[src/rtl/seq_detect_pkg.sv]
// Shared types and default sizing for the programmable serial sequence detector.
package seq_detect_pkg;

    localparam int PAT_MAX_DEF = 8;
    localparam int CNT_W_DEF   = 16;

    typedef enum logic [1:0] {
        IDLE  = 2'd0,
        FILL  = 2'd1,
        ARMED = 2'd2
    } state_t;

endpackage

[src/rtl/seq_match_cmp.sv]
// Masked compare of the history window against the programmed pattern.
// Only the low len bits take part; anything above the active length is ignored.
module seq_match_cmp #(
    parameter int PAT_MAX = 8,
    parameter int LEN_W   = $clog2(PAT_MAX + 1)
) (
    input  logic [PAT_MAX-1:0] hist,
    input  logic [PAT_MAX-1:0] pat,
    input  logic [LEN_W-1:0]   len,
    output logic               eq
);

    logic [PAT_MAX-1:0] mask;

    // Build the length mask and reduce the masked difference
    always_comb begin
        for (int i = 0; i < PAT_MAX; i++) begin
            mask[i] = (i < int'(len));
        end
        eq = ~|((hist ^ pat) & mask);
    end

endmodule

[src/rtl/seq_detect_prog.sv]
// Programmable serial sequence detector with overlap control.
// Optional match counter: define SEQ_DETECT_CNT_EN to add the match_cnt port.
// The bit that moves IDLE->FILL is itself consumed, so a stream can start on
// the same cycle en rises.
module seq_detect_prog
    import seq_detect_pkg::*;
#(
    parameter int PAT_MAX = PAT_MAX_DEF,
    parameter int CNT_W   = CNT_W_DEF
) (
    input  logic                         clk,
    input  logic                         rst_n,
    input  logic                         en,
    input  logic                         din,
    input  logic                         din_vld,
    input  logic [PAT_MAX-1:0]           cfg_pat,
    input  logic [$clog2(PAT_MAX+1)-1:0] cfg_len,
    input  logic                         cfg_ovl,
    output logic                         flag,
    output logic                         cfg_err
`ifdef SEQ_DETECT_CNT_EN
    ,
    output logic [CNT_W-1:0]             match_cnt
`endif
);

    localparam int LEN_W = $clog2(PAT_MAX + 1);

    if (PAT_MAX < 2 || PAT_MAX > 32 || CNT_W < 1) begin : g_param_chk
        $error("seq_detect_prog: PAT_MAX must be 2..32 and CNT_W >= 1");
    end

    state_t             state;
    logic [PAT_MAX-1:0] hist;
    logic [PAT_MAX-1:0] hist_nxt;
    logic [LEN_W-1:0]   fill;
    logic [LEN_W-1:0]   fill_nxt;
    logic               cfg_bad;
    logic               run;
    logic               hit;
    logic               cmp_eq;

    // Next-state view of history/fill and the match decision for this edge
    always_comb begin
        cfg_bad  = (cfg_len == '0) || (cfg_len > LEN_W'(PAT_MAX));
        run      = en && !cfg_bad;
        hist_nxt = {hist[PAT_MAX-2:0], din};
        fill_nxt = (fill == LEN_W'(PAT_MAX)) ? fill : fill + LEN_W'(1);
        hit      = run && din_vld && (fill_nxt >= cfg_len) && cmp_eq;
    end

    seq_match_cmp #(
        .PAT_MAX (PAT_MAX),
        .LEN_W   (LEN_W)
    ) u_cmp (
        .hist (hist_nxt),
        .pat  (cfg_pat),
        .len  (cfg_len),
        .eq   (cmp_eq)
    );

    // Detector FSM: history shift, fill tracking, registered flag and cfg_err
    always_ff @(posedge clk or negedge rst_n) begin
        if (!rst_n) begin
            state   <= IDLE;
            hist    <= '0;
            fill    <= '0;
            flag    <= 1'b0;
            cfg_err <= 1'b0;
        end else begin
            cfg_err <= cfg_bad;
            flag    <= hit;
            if (!run) begin
                // en low or bad length: drop everything, en wins over a match
                state <= IDLE;
                hist  <= '0;
                fill  <= '0;
            end else if (din_vld) begin
                hist <= hist_nxt;
                if (hit && !cfg_ovl) begin
                    // completing bit is not reused in non-overlap mode
                    fill  <= '0;
                    state <= FILL;
                end else begin
                    fill  <= fill_nxt;
                    state <= (fill_nxt >= cfg_len) ? ARMED : FILL;
                end
            end else if (state == IDLE) begin
                state <= FILL;
            end
        end
    end

`ifdef SEQ_DETECT_CNT_EN
    // Saturating match counter, stepped on the same edge that raises flag
    always_ff @(posedge clk or negedge rst_n) begin
        if (!rst_n) begin
            match_cnt <= '0;
        end else if (hit && (match_cnt != {CNT_W{1'b1}})) begin
            match_cnt <= match_cnt + CNT_W'(1);
        end
    end
`endif

endmodule

[config.mk]
export PLATFORM = sky130hd
export DESIGN_NAME = seq_detect_prog
export DESIGN_NICKNAME = d
export VERILOG_FILES = /design/src/rtl/seq_detect_pkg.sv /design/src/rtl/seq_match_cmp.sv /design/src/rtl/seq_detect_prog.sv
export SDC_FILE = /design/constraint.sdc
export NUM_CORES = 1
export LEC_CHECK = 0
export CORE_MARGIN = 5
export CORE_UTILIZATION = 30
export DETAILED_ROUTE_END_ITERATION = 7
export GPL_ROUTABILITY_DRIVEN = 0
export PLACE_DENSITY = 0.58
export SETUP_SLACK_MARGIN = 0.4
export SYNTH_ARGS = -nofsm -noshare
export SYNTH_HDL_FRONTEND = slang
export SYNTH_SLANG_ARGS = --single-unit
[constraint.sdc]
create_clock -name clk -period 3.5 [get_ports clk]
set_input_delay 0.875 -clock clk [delete_from_list [all_inputs] [get_ports clk]]
set_output_delay 0.875 -clock clk [all_outputs]
set_load 0.01 [all_outputs]
# After elaboration in Yosys (flattened, before gate mapping)

Cells that the tools add are included.

Flip-flop bits (word level): 13
Bits in latches: 0
RAM bits: 0
Bits in read-only memories: 0
Input bits: 18
Logic and storage cells: 36
Memories kept: 0

Add/sub/neg operators: 1
$mul: 0
Div/mod/pow operators: 0
Order comparisons: 10
Equal/unequal tests: 2
Shifts and indexed selects: 0
Mux-type cells: 6
Bitwise logic cells: 2
Reductions and logical operators: 11

Operators by type and width:

| kind                  | number |
|---|---|
| $lt A3 B4 Y1 const A  | 4 |
| $mux W4               | 4 |
| $mux W7               | 2 |
| $and A8 B8 Y8         | 1 |
| $lt A1 B4 Y1 const A  | 2 |
| $lt A2 B4 Y1 const A  | 2 |
| $reduce_or A8 Y1      | 1 |
| $xor A8 B8 Y8         | 1 |
| $logic_and A1 B1 Y1   | 5 |
| $add A4 B1 Y4 const B | 1 |
| $eq A4 B4 Y1 const B  | 1 |
| $ge A4 B4 Y1          | 1 |
| $gt A4 B4 Y1 const B  | 1 |
| $logic_not A4 Y1      | 1 |
| $logic_not A1 Y1      | 3 |
| $ne A2 B2 Y1 const B  | 1 |
| $logic_or A1 B1 Y1    | 1 |

# Depth between registers and ports, before layout

Gate-level depths: netlist of the first run.

Depth after elaboration: 11
Depth in mapped cells: 11
Mapped depth without buffers: 11

# Cells and area by module

From an unflattened synthesis of the first run, not the netlist that was laid out.

Cells, all modules: 82
Area total of the unflattened synthesis: 862.1 µm²

By module, submodules not included:

| module          | instances | cells each | area an instance (µm²) | sequential area each (µm²) |
|---|---|---|---|---|
| seq_detect_prog | 1         | 62         | 710.7                  | 325.3 |
| seq_match_cmp   | 1         | 20         | 151.4                  | 0.0 |

# Least setup slack after synthesis of the first run

No wires, ideal clock.

Path type: in2reg
Start: input port cfg_len[2]
End: register flag
Setup time: 68 ps
Arrival time: 2188 ps
Required time: 3432 ps
Path slack: 1244 ps
Stages on the path: 8
Path buffers: 1
Path through: buf_6 > inv_1 > ha_1 > o21a_1 > o22ai_1 > a2111o_1 > nor3_4 > and3_1

Cells in the longest elaborated chain, start to end: 7
Elaborated cells between the ends (all ways): 20

Ends and longest elaborated chain:

| element                                              | line                  | source |
|---|---|---|
| from (decl)                                          | seq_detect_prog.sv:17 | `input logic [$clog2(PAT_MAX+1)-1:0] cfg_len,` |
| branches (longest 6 deep; another with $lt A1 B4 Y1) | --                    |  |
| $logic_and A1 B1 Y1 (*)                              | seq_detect_prog.sv:49 | `hit = run && din_vld && (fill_nxt >= cfg_len) && cmp_eq;` |
| via hit                                              | seq_detect_prog.sv:40 | `logic hit;` |
| to (signal assigned)                                 | seq_detect_prog.sv:72 | `flag <= hit;` |
| to (decl)                                            | seq_detect_prog.sv:19 | `output logic flag,` |

Mark *: on every way through the listed nets, which the timed path passes.
A chain may end at the register's enable or synchronous reset.

# Worst setup path after layout of the first run

Same ends and word-level chain as after synthesis.

==> impl_metrics.csv, run 1 <==
group,metric,value,unit
run_status,status,"finished, final reports clean",
clock_network,clock-sinks,13,
clock_network,cts_buffers,3,
sta,skew,0.00217,ns
critical_path,r2r_start,"fill[0]",
logic_synthesis,syn_nets,122,
global_route,grt_pass1_vias,795,
sta,fmax,0.377,GHz
sta,finalMaxSlewViolations,0,
clock_network,clkTransAtPathRegs,0.07,ns
global_route,antenna_found_initial,0,
critical_path,cp_max_fo,8,
clock_network,cts-resized-gates,0,
die,core_area,0.00300,mm^2
die,rows,20,
layout,multi_input_area,536,um^2
die,io_pins,20,
sta,fin_crit_sh,0.758,
logic_synthesis,synth_cells,98,
route,vias,729,
route,vias_per_cell,4.89,
layout,stdcell_area,0.00114,mm^2
sta,tightest_slew,0.796,ns
logic_synthesis,synth_area_leaders,"dfrtp_1 (35%), xnor2_1 (9.5%), mux2i_1 (8.7%)",
route,dr.pass1.iters,4,
logic_synthesis,seq_area_frac_synth,0.353,
critical_path,arrival,2.86,ns
clock_network,worstSkewPairLatency,0.27,ns
power,p_leak,0.481,nW
global_route,grt_first_pass_wirelength,3.50,mm
sta,tns,0,ns
global_route,track_usage,0.106,
min_path,hold_path.class,"flop to flop",
die,die_h,65.4,um
route,wl_per_cell,13.0,um
global_route,gr-total-overflow,0,
logic_synthesis,syn-cell-area,922,um^2
clock_network,htreeDepth,1,
critical_path,cp.required,3.71,ns
logic_synthesis,ys_seq_elements,13,
layout,fill_cells,319,
die,dieArea,0.00428,mm^2
route,finalWirelength,1.93,mm
place,numPortBuffers,19,
sta,hold_slack,0.579,ns
place,dp_hpwl,1.56,mm
power,irDropWorstVdd,0.157,mV
clock_network,cts_max_path_buffers,2,
logic_synthesis,yosys.cell_types.count,30,
clock_network,cts_tree,"yes",
layout,area_growth,24.2,%
power,cellPowerDensity,277,mW/mm^2
route,ant_nets,0,
flow_run,cap_viol_max_count,0,
layout,drive_gt1_frac,0.0431,
power,power,0.000317,W
layout,antennaDiodeCount,0,
logic_synthesis,synth_top_area_frac,0.353,
critical_path,startpoint,"cfg_len[2]",
critical_path,worstSetupEndpointType,"flop",
route,drc,0,
clock_network,cts-root-buf,"clkbuf_4",
layout,nets,141,
layout,utilization,0.381,
layout,register_area,325,um^2
die,initial_utilization,0.307,
global_route,grt_max_degree,21,
sta,rsz0062_at_grt,"false",
logic_synthesis,synth_warnings,0,
sta,final_hold_viol_count,0,
min_path,holdCritStartpoint,"hist[2]",
critical_path,worstSetupPathType,"primary input to flop",
critical_path,critPathLaunchType,"primary input",
sta,fin_crit,2.65,ns
sta,slew_headroom,0.468,
die,die_w,65.4,um
clock_network,post_cts_buffers,0,
place,place_area,0.00112,mm^2
route,drt_iter0_drc,35,
clock_network,holdBufCountCts,0,
sta,setup_viol,0,
logic_synthesis,synth_top_area_cell,"dfrtp_1",
logic_synthesis,synth_area_per_cell,9.41,um^2
-- where the power goes --
part / switching [W] / internal (W) / leakage [nW] / total [W]
Combinational: 0.0000359 / 0.0000370 / 0.288 / 0.0000729
Sequential: 0.00000200 / 0.000153 / 0.178 / 0.000155
Clock: 0.0000449 / 0.0000442 / 0.0150 / 0.0000890
-- cell type report --
cell class | instances | area share
Timing Repair Buffer | 19 | 0.166
Clock buffer | 4 | 0.0230
Sequential cell | 13 | 0.284
Inverter | 7 | 0.0230
Multi-Input combinational cell | 73 | 0.468
Tap cell | 33 | 0.0361
-- through the flow --
step	cells	setup slack [ns]
final	149	0.848
after global routing	149	0.692
after CTS	149	0.846
after detailed placement	145	0.555
after global placement	145	0.611
after floorplan	98	1.24
-- critical path: stages --
cell,delay (ns)
clkdlybuf4s50_1,0.61
inv_1,0.10
ha_1,0.28
o21a_1,0.10
o22ai_1,0.07
a2111o_1,0.42
nor3_4,0.21
and3_1,0.18
-- sequential cells by signal (all words and copies together) (netlist names) --
signal	flops
cfg_err	1
hist	7
fill	4
flag	1
-- worst paths after layout --
kind | slack [ns] | to | depth (start not counted)
setup reg to reg | 0.94 | flag | 11
setup / recovery | 0.85 | flag | 8
max in group asynchronous | 2.15 | fill[1] | 1
min in group asynchronous | 0.97 | hist[6] | 1
hold / removal | 0.58 | hist[2] | 2
hold reg to reg | 0.58 | hist[2] | 2
-- cell usage in the layout (no fill, tap or decap), types with 2 or more instances in the layout --
cell type and n:
nand3_1 8, o21ai_0 4, dfrtp_1 13, xnor2_1 10, clkdlybuf4s50_1 19, ha_1 6, o22ai_1 5, nor2_1 9
nor2b_1 2, inv_1 7, clkbuf_4 3, a31oi_1 3, mux2i_1 8, o2bb2ai_1 2, nand2_1 3
-- kinds of logic (layout without fill, tap and decap cells) --
| kind of cell | Yosys count | after routing | share of synthesized area |
|---|---|---|---|
| AOI/OAI and AO/OA | 20 | 20 | 0.153 |
| xor gates and xnor gates | 10 | 10 | 0.0950 |
| adders and majority gates | 6 | 6 | 0.0814 |
| buffers and inverters | 12 | 30 | 0.0665 |
| DFF | 13 | 13 | 0.353 |
| muxes | 8 | 8 | 0.0868 |
| and+or+nand+nor | 29 | 29 | 0.164 |
-- routing by layer --
metal	track usage	wire length, um	vias to the layer above
met2	0.177	937	20
met5	0	0	-
met1	0.128	869	323
met4	0.0233	0	0
li1	-	-	386
met3	0.0410	123	0
-- synthesized netlist by cell type --
master,instances
dfrtp_1,13
xnor2_1,10
nor2_1,9
mux2i_1,8
nand3_1,8
inv_1,7
ha_1,6
o22ai_1,5
o21ai_0,4
a31oi_1,3
nand2_1,3
buf_6,2
nor2b_1,2
o2bb2ai_1,2
a2111o_1,1
a2111oi_0,1
a211oi_2,1
a21oi_1,1
and2_1,1
and3_1,1
buf_1,1
buf_2,1
clkbuf_1,1
nand2b_1,1
nand3b_1,1
nor3_1,1
nor3_4,1
nor4_1,1
o21a_1,1
o31a_1,1
Power figures use the tool's default switching activity.
==> run 2: changes to the inputs <==
--- a/config.mk
+++ b/config.mk
@@ -9,7 +9,7 @@
 export CORE_UTILIZATION = 30
 export DETAILED_ROUTE_END_ITERATION = 7
 export GPL_ROUTABILITY_DRIVEN = 0
-export PLACE_DENSITY = 0.58
+export PLACE_DENSITY = 0.6
 export SETUP_SLACK_MARGIN = 0.4
 export SYNTH_ARGS = -nofsm -noshare
 export SYNTH_HDL_FRONTEND = slang
==> constraint.sdc (replaced) <==
create_clock -name clk -period 2.28 [get_ports clk]
set_input_delay 0.57 -clock clk [delete_from_list [all_inputs] [get_ports clk]]
set_output_delay 0.57 -clock clk [all_outputs]
set_load 0.01 [all_outputs]
==> run 2 against run 1 <==
Effect of this change:
- clock skew is essentially flat
- register-to-register slack got worse by 0.93 ns
- design area up 18%
- worst setup slack lost 0.84 ns
- sequential power grew 54%
- highest routed layer is now met4
==> impl_metrics.csv, run 2 (same netlist as run 1, synthesis figures left out) <==
group,metric,value,unit
power,pwr-share-clk,0.253,
layout,fill_cells,300,
global_route,gr-total-overflow,0,
critical_path,cp.required,2.49,ns
critical_path,critPathLaunchType,"flop",
clock_network,cts_tree,"yes",
layout,top_regs,"hist (7), fill (4)",
layout,multi_input_area,613,um^2
clock_network,cts-root-buf,"clkbuf_4",
die,die_h,65.4,um
place,numPortBuffers,19,
route,dr.pass1.iters,4,
layout,register_area,325,um^2
power,swShare,0.259,
clock_network,clock-sinks,13,
critical_path,crit_path_cell_trace,"inv_2, ha_4, nand3b_1, xnor2_2, inv_1, ha_1, nand2b_4, a2111oi_4, a2111o_1, nor3_4, and3_4",
layout,final_common_cell,"clkdlybuf4s50_1",
die,initial_utilization,0.307,
place,dp_hpwl,1.64,mm
route,drt_iter0_drc,31,
power,power,0.000535,W
critical_path,crit_slowest_cell,"dfrtp_1",
route,vias_per_cell,4.96,
sta,finalWorstSetupSlack,0.00791,ns
route,ant_nets,0,
global_route,track_usage,0.106,
sta,fin_crit_sh,0.997,
sta,rsz0062_at_grt,"true",
layout,antennaDiodeCount,0,
layout,final_cell_mix,"clkdlybuf4s50_1 (19), buf_4 (15), dfrtp_1 (13)",
power,cellPowerDensity,395,mW/mm^2
place,pre_cts_ws,-0.200,ns
sta,fmax,0.440,GHz
power,pwr-share-comb,0.301,
global_route,grt_pass1_vias,842,
clock_network,htreeDepth,1,
die,rows,20,
global_route,grt_max_degree,21,
clock_network,holdBufCountCts,0,
layout,drive_gt1_frac,0.250,
critical_path,cpPeakStageDelay,0.40,ns
route,finalWirelength,2.06,mm
die,die_w,65.4,um
sta,final_hold_viol_count,0,
sta,setup_viol,0,
layout,area_growth,46.9,%
flow_run,cap_viol_max_count,0,
run_status,status,"finished, final reports clean",
sta,finalMaxSlewViolations,0,
global_route,antenna_found_initial,0,
critical_path,cp_max_fo,5,
clock_network,clkTransAtPathRegs,0.07,ns
clock_network,cts_max_path_buffers,2,
route,wl_per_cell,12.5,um
global_route,grt_first_pass_wirelength,3.55,mm
die,dieArea,0.00428,mm^2
sta,slew_headroom,0.624,
min_path,hold_path.class,"flop to flop",
sta,tightest_slew,0.563,ns
power,seqPwrFrac,0.446,
power,p_leak,0.578,nW
critical_path,arrival,2.48,ns
layout,top_register,"hist",
die,core_area,0.00300,mm^2
die,io_pins,20,
critical_path,worstSetupPathType,"flop to flop",
layout,utilization,0.451,
sta,skew,0.00223,ns
critical_path,path_delay_family,"simple AND/OR/NAND/NOR gates",
clock_network,cts_buffers,3,
layout,nets,157,
layout,largest_reg_flops,7,
power,irDropWorstVdd,0.289,mV
sta,fin_crit,2.27,ns
route,drc,0,
clock_network,worstSkewPairLatency,0.27,ns
critical_path,worstSetupEndpointType,"flop",
route,vias,818,
power,switchingPower,0.000139,W
power,p_int,0.000396,W
critical_path,worst-path-buf-inv,2,
[run 2: cell types whose count changed in the layout (fill, tap and decap cells not counted), sizes merged]
| cell | change |
|---|---|
| buf | +16 |
[run 2: timing repair]
action                     4_1_cts  5_1_grt
pin swaps                        1        5
resized for setup                4        3
setup endpoints to repair       12       12
setup buffers                    2        2
[run 2: layout make-up]
cell class / instances / area share
Clock buffer: 4 / 0.0194
Inverter: 7 / 0.0194
Multi-Input combinational cell: 73 / 0.452
Sequential cell: 13 / 0.240
Tap cell: 33 / 0.0305
Timing Repair Buffer: 35 / 0.238
[run 2: worst paths after layout]
path / slack [ns] / start / to / cells past startpoint
setup / recovery: 0.008 / fill[1] / flag / 11
hold / removal: 0.58 / hist[6] / hist[6] / 2
setup reg to reg: 0.008 / fill[1] / flag / 11
hold reg to reg: 0.58 / hist[6] / hist[6] / 2
max in group asynchronous: 1.25 / rst_n / fill[1] / 1
min in group asynchronous: 0.66 / rst_n / hist[5] / 1
[run 2: layer usage]
layer | wire length (um) | GRT usage | up-vias
met5 | 0 | 0 | -
met4 | 29 | 0.0259 | 0
met3 | 115 | 0.0444 | 4
met2 | 1020 | 0.177 | 20
met1 | 898 | 0.124 | 381
li1 | - | - | 413
[run 2: power groups by stage]
| stage | clock network [W] | registers [W] | logic [W] |
|---|---|---|---|
| final | 0.000135 | 0.000239 | 0.000161 |
| after global routing | 0.000156 | 0.000239 | 0.000176 |
| after CTS | 0.000142 | 0.000239 | 0.000158 |
| after detailed placement | 0 | 0.000243 | 0.000151 |
| after global placement | 0 | 0.000243 | 0.000151 |
| after floorplan | 0 | 0.000243 | 0.0000827 |
[run 2: per-stage QoR]
stage / cell area [um^2] / setup TNS, ns / hold WS (ns) / cells
floorplan: 968 / 0 / 0.274 / 98
global placement: 1270 / -0.514 / 0.536 / 157
detailed placement: 1270 / -0.910 / 0.564 / 157
CTS: 1330 / 0 / 0.581 / 163
global route: 1360 / -0.443 / 0.611 / 165
finish: 1360 / 0 / 0.577 / 165
[run 2: worst register-to-register path, cell delays in order (launching register included)]
cell,delay [ns]
dfrtp_1,0.40
inv_2,0.09
ha_4,0.13
nand3b_1,0.11
xnor2_2,0.16
inv_1,0.06
ha_1,0.27
nand2b_4,0.12
a2111oi_4,0.06
a2111o_1,0.33
nor3_4,0.27
and3_4,0.22
==> run 3: changes to the inputs <==
==> constraint.sdc (replaced) <==
create_clock -name clk -period 1.99 [get_ports clk]
set_input_delay 0.4975 -clock clk [delete_from_list [all_inputs] [get_ports clk]]
set_output_delay 0.4975 -clock clk [all_outputs]
set_load 0.01 [all_outputs]
==> run 3 against run 2 <==
Effect of this change:
- clock skew grew 0.0013 ns
- the flow now finishes with violations (negative setup slack)
- sequential power grew 14%
- register-to-register slack lost 0.25 ns
- critical path depth grew 1
- wire length grew 6.3%
- largest power group unchanged
- fmax grew 2.0%
- first-iteration DRC count grew 13%
- non-clock buffer count grew 3
==> impl_metrics.csv, run 3 (same netlist as run 1, synthesis figures left out) <==
group,metric,value,unit
run_status,status,"finished with violations",
run_status,violations,"negative setup slack",
sta,fin_crit,2.23,ns
sta,slew_headroom,0.614,
critical_path,startpoint,"fill[0]",
die,core_area,0.00300,mm^2
sta,fmax,0.449,GHz
sta,final_hold_viol_count,0,
route,dr.pass1.iters,4,
global_route,use_met3,0.0410,
sta,finalMaxSlewViolations,0,
route,vias_per_cell,4.83,
die,io_pins,20,
route,drt_iter0_drc,35,
layout,drive_gt1_frac,0.267,
layout,top_regs,"hist (7), fill (4)",
clock_network,clkTransAtPathRegs,0.08,ns
sta,skew,0.00353,ns
global_route,antenna_found_initial,0,
critical_path,worstSetupEndpointType,"flop",
critical_path,critical_path.endpoint,"flag",
clock_network,cts_max_path_buffers,2,
layout,largest_reg_flops,7,
critical_path,crit_cells,12,
power,cellPowerDensity,449,mW/mm^2
route,ant_nets,0,
global_route,gr-max-usage-layer,"met2",
layout,multi_input_area,627,um^2
critical_path,r2r_start,"fill[0]",
layout,register_area,325,um^2
die,die_h,65.4,um
critical_path,cp_max_fo,5,
power,p_leak,0.617,nW
die,dieArea,0.00428,mm^2
critical_path,crit_slowest_cell,"dfrtp_1",
route,vias,812,
min_path,hold_path.class,"flop to flop",
critical_path,critPathLaunchType,"flop",
layout,utilization,0.463,
sta,tns,-1.04,ns
layout,final_common_cell,"buf_4",
global_route,grt_pass1_vias,907,
clock_network,worstSkewPairLatency,0.27,ns
global_route,track_usage,0.121,
power,power,0.000625,W
sta,rsz0062_at_grt,"true",
critical_path,worst-path-buf-inv,2,
die,initial_utilization,0.307,
clock_network,cts-root-buf,"clkbuf_4",
route,wl_per_cell,13.1,um
critical_path,arrival,2.44,ns
layout,fill_cells,305,
clock_network,holdBufCountCts,0,
place,dp_hpwl,1.69,mm
die,die_w,65.4,um
layout,antennaDiodeCount,0,
sta,finalWorstSetupSlack,-0.237,ns
critical_path,rrSetupSlack,-0.24,ns
critical_path,reg2regPathDepth,12,
clock_network,htreeDepth,1,
flow_run,cap_viol_max_count,0,
power,irDropWorstVdd,0.353,mV
critical_path,cp.required,2.20,ns
sta,tightest_slew,0.576,ns
route,finalWirelength,2.19,mm
critical_path,crit_path_cell_trace,"inv_2, ha_4, nand2_2, nand2_1, mux2i_1, buf_4, ha_4, o21a_1, o22ai_1, a2111o_1, nor3_4, and3_1",
layout,final_cell_mix,"buf_4 (15), dfrtp_1 (13), clkdlybuf4s50_1 (13)",
critical_path,path_common_cell,"ha_4",
global_route,grt_first_pass_wirelength,4.08,mm
critical_path,worstSetupPathType,"flop to flop",
critical_path,rr_endpoint,"flag",
sta,setup_viol,5,
critical_path,path_delay_family,"compound AO/OA/AOI/OAI gates",
sta,fin_crit_sh,1.12,
sta,hold_slack,0.554,ns
global_route,grtUsageMet1,0.146,
clock_network,cts_tree,"yes",
global_route,gr-total-overflow,0,
layout,nets,160,
place,numPortBuffers,19,
layout,top_register,"hist",
global_route,grt_max_degree,21,
clock_network,clock-sinks,13,
global_route,grt_use_met2,0.205,
route,drc,0,
layout,area_growth,50.9,%
critical_path,cpPeakStageDelay,0.41,ns
clock_network,cts_buffers,3,
die,rows,20,
==> run 3: cell types whose count changed in the layout (fill, tap and decap cells not counted), sizes merged <==
cell	delta
clkdlybuf4s50	-6
clkbuf	+1
dlygate4sd2	+5
buf	+3
==> run 3: area by class of cell <==
| class | count | area share |
|---|---|---|
| clock buffers | 4 | 0.0189 |
| inverters | 7 | 0.0189 |
| multi-input cells | 73 | 0.451 |
| flip-flops and latches | 13 | 0.234 |
| well taps | 33 | 0.0297 |
| repair buffers | 38 | 0.248 |
==> run 3: through the flow <==
stage	setup WS (ns)	cell area [um^2]	std cells
3_3_place_gp	-0.326	1290	160
6_report	-0.237	1390	168
5_1_grt	-0.388	1390	168
2_1_floorplan	-0.135	968	98
3_5_place_dp	-0.411	1290	160
4_1_cts	-0.288	1400	168
==> run 3: routing by layer <==
layer / vias to the layer above / wire length, um
li1: 421 / -
met1: 376 / 972
met2: 15 / 1140
met3: 0 / 79
met4: 0 / 0
met5: - / 0
==> run 3: worst min path at each step <==
stage | from | end | cells after the start
2_1_floorplan | rst_n | cfg_err | 0
3_3_place_gp | hist[6] | hist[6] | 2
3_5_place_dp | hist[6] | hist[6] | 2
4_1_cts | hist[6] | hist[6] | 2
5_1_grt | hist[1] | hist[1] | 2
6_report | hist[6] | hist[6] | 2
==> run 3: where the power goes <==
part           internal (W)  switching, W  leakage [nW]
combinational      0.000108     0.0000840         0.424
clock             0.0000777     0.0000823        0.0150
sequential         0.000269    0.00000375         0.178
==> run 3: worst min-delay path, stage by stage, from the launching register on <==
cell and delay, ns:
dfrtp_1 0.37, mux2i_1 0.07, nor2_1 0.08
==> run 3: repair_timing <==
item,in CTS,in global routing
pin swaps,13,3
setup endpoints to repair,15,12
gates cloned,0,0
buffers inserted,4,0
gates resized for setup,18,1
==> variant, RTL diff (settings of run 3) <==
Put one more register stage on the output `cfg_err`, cleared by the reset. The value now appears one clock later. The other outputs are not delayed to match. Comments in the files are not updated.
--- a/src/rtl/seq_detect_prog.sv
+++ b/src/rtl/seq_detect_prog.sv
@@ -25,6 +25,8 @@
 );
 
     localparam int LEN_W = $clog2(PAT_MAX + 1);
+
+    logic cfg_err_s0;
 
     if (PAT_MAX < 2 || PAT_MAX > 32 || CNT_W < 1) begin : g_param_chk
         $error("seq_detect_prog: PAT_MAX must be 2..32 and CNT_W >= 1");
@@ -66,9 +68,9 @@
             hist    <= '0;
             fill    <= '0;
             flag    <= 1'b0;
-            cfg_err <= 1'b0;
+            cfg_err_s0 <= 1'b0;
         end else begin
-            cfg_err <= cfg_bad;
+            cfg_err_s0 <= cfg_bad;
             flag    <= hit;
             if (!run) begin
                 // en low or bad length: drop everything, en wins over a match
@@ -102,5 +104,13 @@
     end
 `endif
 
+    always_ff @(posedge clk or negedge rst_n) begin
+        if (!rst_n) begin
+            cfg_err <= '0;
+        end else begin
+            cfg_err <= cfg_err_s0;
+        end
+    end
+
 endmodule
 
Formal check against the unedited RTL: not equivalent (Yosys sat finds a counterexample within 4 cycles, from zero or initial values and one cycle with rst_n low).
==> variant against run 3 <==
  * The flow still finishes with violations (negative setup slack)
  * Cell count up 7.7%
  * Setup slack improved by 0.030 ns
  * Sequential power rose by 8.1%
  * Critical path depth down 2
  * Highest routed layer is now met4
  * Synthesized area grew 1.8%
  * Wire length grew 3.1%
  * Final area increased by 2.3%
  * Sequential cell count grew 1
  * Power increased by 9.1%
==> variant: results (changes against run 3) <==
[outcome]
status = finished with violations  ; unchanged
violations = negative setup slack  ; unchanged

[synthesis]
synth_xor_area_share_pct = 10.27  ; was 9.498%
synth-seq-area-share_pct = 37.33  ; was 35.28%
synth_compound_area_share_pct = 14.80  ; was 15.33%
synth.area.mux_share_pct = 8.533  ; was 8.684%
syn-num-nets = 120  ; was 122
postSynthCellCount = 96  ; was 98
synth_area_leaders = dfrtp_1, mux2i_1, ha_1, xnor2_1, nand3_1  ; was dfrtp_1, xnor2_1, mux2i_1, ha_1, nand3_1
netlist_top_cells_count = dfrtp_1, mux2i_1  ; was dfrtp_1, xnor2_1, nor2_1

[global_routing]
grt_pass1_wl_um = 3933  ; was 4084 um
grt_usage_pct = 11.93  ; was 12.06%
grt_pass1_vias = 868  ; was 907

[sta]
worst_slack_ns = -0.2068  ; was -0.2371 ns
worst_pin_slew_ns = 0.6479  ; was 0.5765 ns
fin_skew_ns = 0.002669  ; was 0.003534 ns
setup_viol = 5  ; unchanged

[power_and_ir_drop]
ir_worst_vdd_uv = 207.6  ; was 353.0 uV
p_leak_nw = 0.6506  ; was 0.6173 nW

[cells_and_area]
nNetsFinal = 162  ; was 160
fin_cells = 181  ; was 168
nFillCells = 291  ; was 305

[min_path]
min_from = cfg_err_s0$_DFF_PN0_  ; was hist[6]$_DFFE_PN0P_
whs_endpoint = cfg_err$_DFF_PN0_  ; was hist[6]$_DFFE_PN0P_
holdPathStages = 0  ; was 2

[critical_path]
crit_arrival_ns = 2.41  ; was 2.44 ns

[place]
dp_slack_ns = -0.2852  ; was -0.4110 ns
dp_hpwl_um = 1757  ; was 1692 um
dp_cells = 174  ; was 160

[detailed_routing]
drt-initial-drc-count = 52  ; was 35
routed_wirelength_um = 2260  ; was 2193 um

[variant: changes by cell type in the layout (fill, tap and decap cells not counted), moves of 2 or more]
cell	change
inv_1	-2
o21ai_0	+2
buf_6	+2
o22ai_1	-3
xnor2_1	-4
inv_2	+3
xor2_1	+4
[variant: per-layer routing]
metal | up-vias | part of all wire, % | global-route usage [%]
met5 | - | 0 | 0
met4 | 0 | 1.2 | 6.091
met2 | 22 | 48 | 19.65
met1 | 379 | 45 | 15.30
li1 | 422 | - | -
met3 | 2 | 5.0 | 1.361
[variant: report_power, final]
part,internal (mW),switching (mW)
combinational,0.104,0.0818
sequential,0.292,0.00349
clock,0.111,0.0906
total,0.506,0.176
[variant: cell type report]
type / instances / area [um^2] / share of cell area (%)
Clock buffer: 4 / 36.28 / 2.548
Inverter: 8 / 30.03 / 2.109
Multi-Input combinational cell: 71 / 591.8 / 41.56
Sequential cell: 14 / 350.3 / 24.60
Tap cell: 44 / 55.05 / 3.866
Timing Repair Buffer: 40 / 360.3 / 25.31
[variant: worst max-delay path, cell delays in order (launching register included)]
cell	delay, ns
dfrtp_1	0.39
inv_2	0.08
ha_4	0.13
nand3b_1	0.12
xnor2_2	0.17
inv_1	0.06
ha_1	0.26
o21ai_1	0.07
a222oi_1	0.30
nor4b_4	0.36
and3_1	0.20
[variant: through the flow]
stage	instance area, um^2	utilization [%]	hold slack (ns)	setup TNS [ns]	power (mW)
after floorplan	958.4	-	0.2019	-0.4091	0.3789
after global placement	1325	43.76	0.3459	-1.468	0.4696
after detailed placement	1325	43.76	0.3371	-1.713	0.4720
after CTS	1424	47.02	0.3576	-0.9670	0.6945
after global routing	1424	47.02	0.3780	-1.800	0.7291
final	1424	47.02	0.3546	-0.9507	0.6822
[variant: how the worst max path moves through the flow]
stage | start | end | slack, ns
finish | fill[0]$_DFFE_PN0P_ | flag$_DFF_PN0_ | -0.21
global route | fill[1]$_DFFE_PN0P_ | flag$_DFF_PN0_ | -0.38
CTS | fill[0]$_DFFE_PN0P_ | flag$_DFF_PN0_ | -0.21
detailed placement | cfg_len[1] | fill[2]$_DFFE_PN0P_ | -0.29
global placement | cfg_len[1] | fill[2]$_DFFE_PN0P_ | -0.25
floorplan | fill[0]$_DFFE_PN0P_ | fill[2]$_DFFE_PN0P_ | -0.1
[variant: what timing repair did]
action | 4_1_cts | 5_1_grt
endpoints found under the setup margin | 14 | 5
pin swaps | 5 | 2
hold endpoints to repair | 0 | 0
cloned | 0 | 0
resized for setup | 15 | 0
buffers inserted | 3 | 0
